==> src/rtl/cct_change_logger.sv <==
`timescale 1ns/1ps
// Logs every change of the monitored bus with an 8-bit cycle stamp into a FWFT FIFO; capture lands 1 cycle after the change.
// Reader pops via rd_valid/rd_ready; a change arriving when full (and not popped the same cycle) is dropped and counted.
module cct_change_logger #(
    parameter int WIDTH = 8,
    parameter int DEPTH = 8
) (
    input  logic                     clk,
    input  logic                     clear,
    input  logic [WIDTH-1:0]         cct_output,
    input  logic                     enable,
    input  logic                     rd_ready,
    output logic                     rd_valid,
    output logic [WIDTH-1:0]         rd_data,
    output logic [7:0]               rd_stamp,
    output logic [$clog2(DEPTH):0]   count,
    output logic                     overflow,
    output logic [7:0]               drop_count,
    output logic [15:0]              checksum
);

    localparam int AW = $clog2(DEPTH);
    localparam logic [AW:0] FULL = (AW+1)'(DEPTH);

    typedef struct packed {
        logic [WIDTH-1:0] dat;
        logic [7:0]       stamp;
    } entry_t;

    entry_t           mem [DEPTH];
    logic [AW-1:0]    head;
    logic [AW-1:0]    tail;
    logic [WIDTH-1:0] prev_q;
    logic [7:0]       tstamp;
    logic             capture;
    logic             pop;
    logic             push;
    logic             drop;

    assign rd_valid = (count != '0);
    assign pop      = rd_valid && rd_ready;
    assign capture  = enable && (cct_output != prev_q);
    // A pop in the same cycle frees the slot, so a full FIFO still accepts.
    assign push     = capture && ((count != FULL) || pop);
    assign drop     = capture && !push;

    // Head is masked while empty so stale storage never leaks out after reset.
    assign rd_data  = rd_valid ? mem[head].dat   : '0;
    assign rd_stamp = rd_valid ? mem[head].stamp : '0;

    always_ff @(posedge clk) begin
        if (push) begin
            mem[tail] <= {cct_output, tstamp};
        end
    end

    always_ff @(posedge clk or negedge clear) begin
        if (!clear) begin
            prev_q     <= '0;
            tstamp     <= '0;
            head       <= '0;
            tail       <= '0;
            count      <= '0;
            overflow   <= 1'b0;
            drop_count <= '0;
            checksum   <= '0;
        end else begin
            prev_q <= cct_output;
            tstamp <= tstamp + 8'd1;
            if (push) begin
                tail     <= tail + 1'b1;
                checksum <= checksum + 16'(cct_output);
            end
            if (pop) begin
                head <= head + 1'b1;
            end
            case ({push, pop})
                2'b10:   count <= count + 1'b1;
                2'b01:   count <= count - 1'b1;
                default: count <= count;
            endcase
            if (drop) begin
                overflow <= 1'b1;
                if (drop_count != 8'hFF) begin
                    drop_count <= drop_count + 8'd1;
                end
            end
        end
    end

endmodule

==> config.mk <==
export PLATFORM = sky130hd
export DESIGN_NAME = cct_change_logger
export DESIGN_NICKNAME = d
export VERILOG_FILES = /design/src/rtl/cct_change_logger.sv
export SDC_FILE = /design/constraint.sdc
export NUM_CORES = 1
export LEC_CHECK = 0
export CORE_ASPECT_RATIO = 1.75
export CORE_MARGIN = 2
export CORE_UTILIZATION = 52
export CTS_CLUSTER_SIZE = 8
export DETAILED_ROUTE_END_ITERATION = 8
export HOLD_SLACK_MARGIN = 0.08
export PLACE_DENSITY = 0.73
export SYNTH_ARGS = -nofsm -noshare
export SYNTH_HDL_FRONTEND = slang
export SYNTH_SLANG_ARGS = --single-unit
==> constraint.sdc <==
create_clock -name clk -period 3.4 [get_ports clk]
set_input_delay 0.85 -clock clk [delete_from_list [all_inputs] [get_ports clk]]
set_output_delay 0.85 -clock clk [all_outputs]
set_load 0.03 [all_outputs]
# Word-level counts from Yosys, hierarchy flattened
# Memory sizes are Yosys's and may differ from the RTL's.
# Index checks and enable logic that the tools add are counted.
dict set report classes {
  n_addsub 7
  multipliers 0
  n_div 0
  magnitude_cmp 0
  n_eq_ne 5
  shift 0
  mux 5
  n_bitwise 0
  reduce_logical 9
}
# operator count
set ops {}
lappend ops {{16-bit by 8-bit adder with 16-bit output} 1}
lappend ops {{8-bit by 1-bit adder with 8-bit output, second input constant} 2}
lappend ops {{8-bit two-way mux} 2}
lappend ops {{8-bit != test} 1}
lappend ops {{8-bit != test, second input constant} 1}
lappend ops {{4-bit one-hot mux with 2 select lines} 1}
lappend ops {{3-bit by 1-bit adder with 3-bit output, second input constant} 2}
lappend ops {{4-bit by 1-bit adder with 4-bit output, second input constant} 1}
lappend ops {{1-bit logical AND} 4}
lappend ops {{4-bit != test, second input constant} 1}
lappend ops {{4-bit nonzero test} 1}
lappend ops {{4-bit by 1-bit subtractor with 4-bit output, second input constant} 1}
lappend ops {{2-bit by 1-bit == test with 1-bit output, second input constant} 1}
lappend ops {{2-bit == test, second input constant} 1}
lappend ops {{1-bit two-way mux} 2}
lappend ops {{2-bit AND reduction} 1}
lappend ops {{2-bit nonzero test} 1}
lappend ops {{1-bit zero test} 1}
lappend ops {{1-bit logical OR} 1}
dict set report word_totals {
  register_bits 51
  latchBits 0
  ramBits 128
  romBits 0
  in_bits 12
  output_inout_bits 46
  wordCells 35
  n_memories 1
}
# memory words width rd rd_ports_with_merged_regs wr line
set memory_table {}
lappend memory_table {mem 8 16 1 0 1 30} ;# entry_t mem [DEPTH];

# Depth between registers and ports, before layout
dict set report logic_depth {
  ltp_word 7
  depth_mapped 12
  depth_no_buf 11
}

# Worst setup path before layout
# OpenSTA, ideal clock, no wires.
dict set report synth_timing {
  path_kind {input-to-reg}
  startpoint {input cct_output[7]}
  endpoint {memory mem[2][0] (netlist bit), enable pin}
  setup_time_ps 436
  t_arrival_ps 3460
  t_required_ps 2964
  slack_ps -496
  cell_stages 5
  path_buffers 0
  cell_sequence {xor2_1 > nor4_1 > a21oi_1 > nand2_1 > nor4b_1}
}
dict set report synth_between {
  elab_chain_len 5
}
# element line
set synth_lines {}
lappend synth_lines {{from (decl)} 10} ;# input logic [WIDTH-1:0] cct_output,
lappend synth_lines {{8-bit != test} 42} ;# assign capture = enable && (cct_output != prev_q);
lappend synth_lines {{1-bit logical AND} 42}
lappend synth_lines {{1-bit logical AND} 44} ;# assign push = capture && ((count != FULL) || pop);
lappend synth_lines {{1-bit two-way mux} 52} ;# if (push) begin
lappend synth_lines {{1-bit two-way mux (not written as such)} 53} ;# mem[tail] <= {cct_output, tstamp};
lappend synth_lines {{to (decl)} 30}
# No other way between the ends.

# Worst setup path after layout
dict set report layout_timing {
  startpoint {register head[0]}
  endpoint {output rd_data[3]}
}
dict set report layout_between {
  elab_chain_len 2
}
# element line
set layout_lines {}
lappend layout_lines {{from (decl)} 31} ;# logic [AW-1:0] head;
lappend layout_lines {{from (signal assigned)} 75} ;# head <= head + 1'b1;
lappend layout_lines {{memory read 8 x 16 bit} --}
lappend layout_lines {{8-bit two-way mux} 48} ;# assign rd_data = rd_valid ? mem[head].dat : '0;
lappend layout_lines {{to (decl)} 14} ;# output logic [WIDTH-1:0] rd_data,
# No other way between the ends.

==> metrics <==
Mapped Avg Cell Area 16.84 um^2; post_cts resized 0; Max-Cap Viols 0; share of layout cells above drive strength 1 0.2305; Worst-path clk slew 70 ps; Yosys warnings 0; Avg WL per Cell 20.96 um; initial antenna violation count 0; CTS tree yes; CTS Hold Bufs 0; clk_lat worst skew 420 ps; clock root buffer master clkbuf_16; WS Path Type reg -> out; power per cell area 899.8 nW/um^2; drt via density 5.777; routed wire length 15.60 mm; CP Launch Type flop; Die Ht 163.0 um; TritonCTS Sinks 179; area grow syn2layout 23.44%; Hold Crit Start overflow; crit end category primary output; GRT Resource Usage Total 0.2150; Crit Reg-Reg Endpoint count[1]; Req. time, crit path 2550 ps; Leakage 3.496 nW; Ports 58; Initial Utilization 0.5281; register area share after synthesis 0.6817; R2R Setup Slk 910 ps; Worst Hold Path EP overflow; Synth Register Bits 179; DIE AREA 15460 um^2; Final nets 579; gpl congestion 0.8683; relative slew slack 0.4376; Max VDD drop 0.6255 mV; final worst-path cycle share 0.9693; pre-CTS setup slack -39.21 ps; sequential cell area 5121 um^2; Fillers 1023; Hold Path Class reg -> reg; Post-DP HPWL 10.50 mm; Mapped Cells 446; Antenna Nets Post-Route 0; Mapped Nets 474; fin crit period 3296 ps; Core ar. 14220 um^2; n_diodes 0; setup TNS 0 ps; total global routing overflow 0; row cnt 58; Worst Hold Depth 1; TritonCTS Buffers 17; Fin Clk Skew 11.37 ps; Worst R2R Path Depth 8; die width 94.85 um; Vias 4298; DRT iter0 DRCs 304; DRC violations left 0; setup repair bufs after CTS 0; Synth cell types 43; Critical Path Fanout Max 25; Post-synth EDFFs 128; fmax 303.4 MHz; max-slew violations 0; first-pass GRT wire length 24.23 mm; crit path DAT 2450 ps; CTS H-tree lvls 4; largest net degree at the start of global routing 35; reg2reg start prev_q[6]; Synth Flop Type edfxtp_1; Async S/R FF share, synth 0.2849; First-pass DRT Iterations 5; RSZ-0062 raised after global routing no; Slew @ Worst Pin 843.5 ps; Final Hold Viols 0; outcome completed; vias in the first global route 4660; multi-input logic area 2335 um^2; area of the mapped netlist 7511 um^2; Port Buffer Count 57; setup slack after layout 104.3 ps; CTS Buffer Depth 2; final setup vio count 0
-- per-stage QoR --
step	cells	cell area (um^2)	hold WS, ps	utilization	total power, W
finish	744	9271	466.9	0.6518	0.008343
detailed placement	712	8685	455.1	0.6106	0.006491
global placement	712	8685	448.3	0.6106	0.006413
floorplan	446	7511	539.3	-	0.005164
CTS	744	9269	475.3	0.6517	0.008423
global route	744	9271	496.6	0.6518	0.008728
-- power by group --
group / switching [W] / total (W) / internal, W
Clock: 0.000822 / 0.00192 / 0.00110
Sequential: 0.000271 / 0.00300 / 0.00273
Combinational: 0.00186 / 0.00343 / 0.00157
-- registers in the layout, indices dropped and copies added (netlist names) --
signal	count
checksum	16
count	4
drop_count	8
head	3
mem	128
overflow	1
prev_q	8
tail	3
tstamp	8
-- cells in the mapped netlist (5+ instances only) --
library cell  count  area (um^2)
a21oi_1           9        45.04
mux2i_1          17        170.2
nand3_1          12        60.06
ha_1             14        175.2
buf_2             5        25.02
edfxtp_1        128         3844
clkbuf_1          9        33.78
nor4_1            8        50.05
xnor2_1          23        201.4
inv_1             9        33.78
a21o_1            6        45.04
nor4b_1           5        43.79
nor3_1            8        40.04
and3_1            8        50.05
xor2_1           16        140.1
mux2_2           10        112.6
nand2_1          18        67.56
mux4_2           32        720.7
dfrtp_1          51         1276
nor2_1           22        82.58
-- worst max-delay path: stages (launching register included) --
cell,delay [ps]
dfrtp_2,380
buf_12,230
mux4_2,540
mux2i_1,190
nor2_1,70
clkdlybuf4s50_1,600
-- cell families (layout without fill, tap and decap cells) --
kind of cell | count (synthesis) | count (layout) | share of synthesized area
flops | 179 | 179 | 0.6817
simple gates | 94 | 94 | 0.06664
mux | 59 | 59 | 0.1336
xor+xnor | 39 | 39 | 0.04548
compound gates | 33 | 33 | 0.03015
buf+inv | 26 | 144 | 0.01383
fa+ha+maj | 16 | 16 | 0.02865
-- layer usage --
metal,vias to the layer above,routed length [um],GRT usage
met4,0,248,0.06588
met5,-,0,0
met3,27,647,0.04165
met1,2204,5637,0.2391
met2,123,9062,0.4049
li1,1944,-,-
-- layout by cell type, fill, tap and decap left out, drive strengths merged, types with 17 or more instances in the layout --
master / instances
buf: 46
clkbuf: 19
clkdlybuf4s50: 55
dfrtp: 51
edfxtp: 128
mux2i: 17
mux4: 32
nand2: 18
nor2: 23
xnor2: 23
-- worst max-delay path by stage --
stage | start | to | slack [ps] | depth (start not counted)
final | head[0] | rd_data[3] | 100 | 5
after global routing | head[0] | rd_data[5] | 10 | 5
after global placement | cct_output[0] | count[1] | -7 | 10
after CTS | head[0] | rd_data[2] | 0.6 | 5
after detailed placement | cct_output[0] | count[1] | -40 | 10
after floorplan | cct_output[7] | mem[2][0] | -500 | 5
-- final cells by class --
| class | instances | share of cell area |
|---|---|---|
| sequential | 179 | 0.5524 |
| multi-input combinational | 241 | 0.2518 |
| timing repair buffer | 102 | 0.1045 |
| clock buffer | 19 | 0.04669 |
| tap | 180 | 0.02429 |
| clock inverter | 13 | 0.01633 |
| inverter | 10 | 0.004049 |
(Power assumes the default switching activity.)
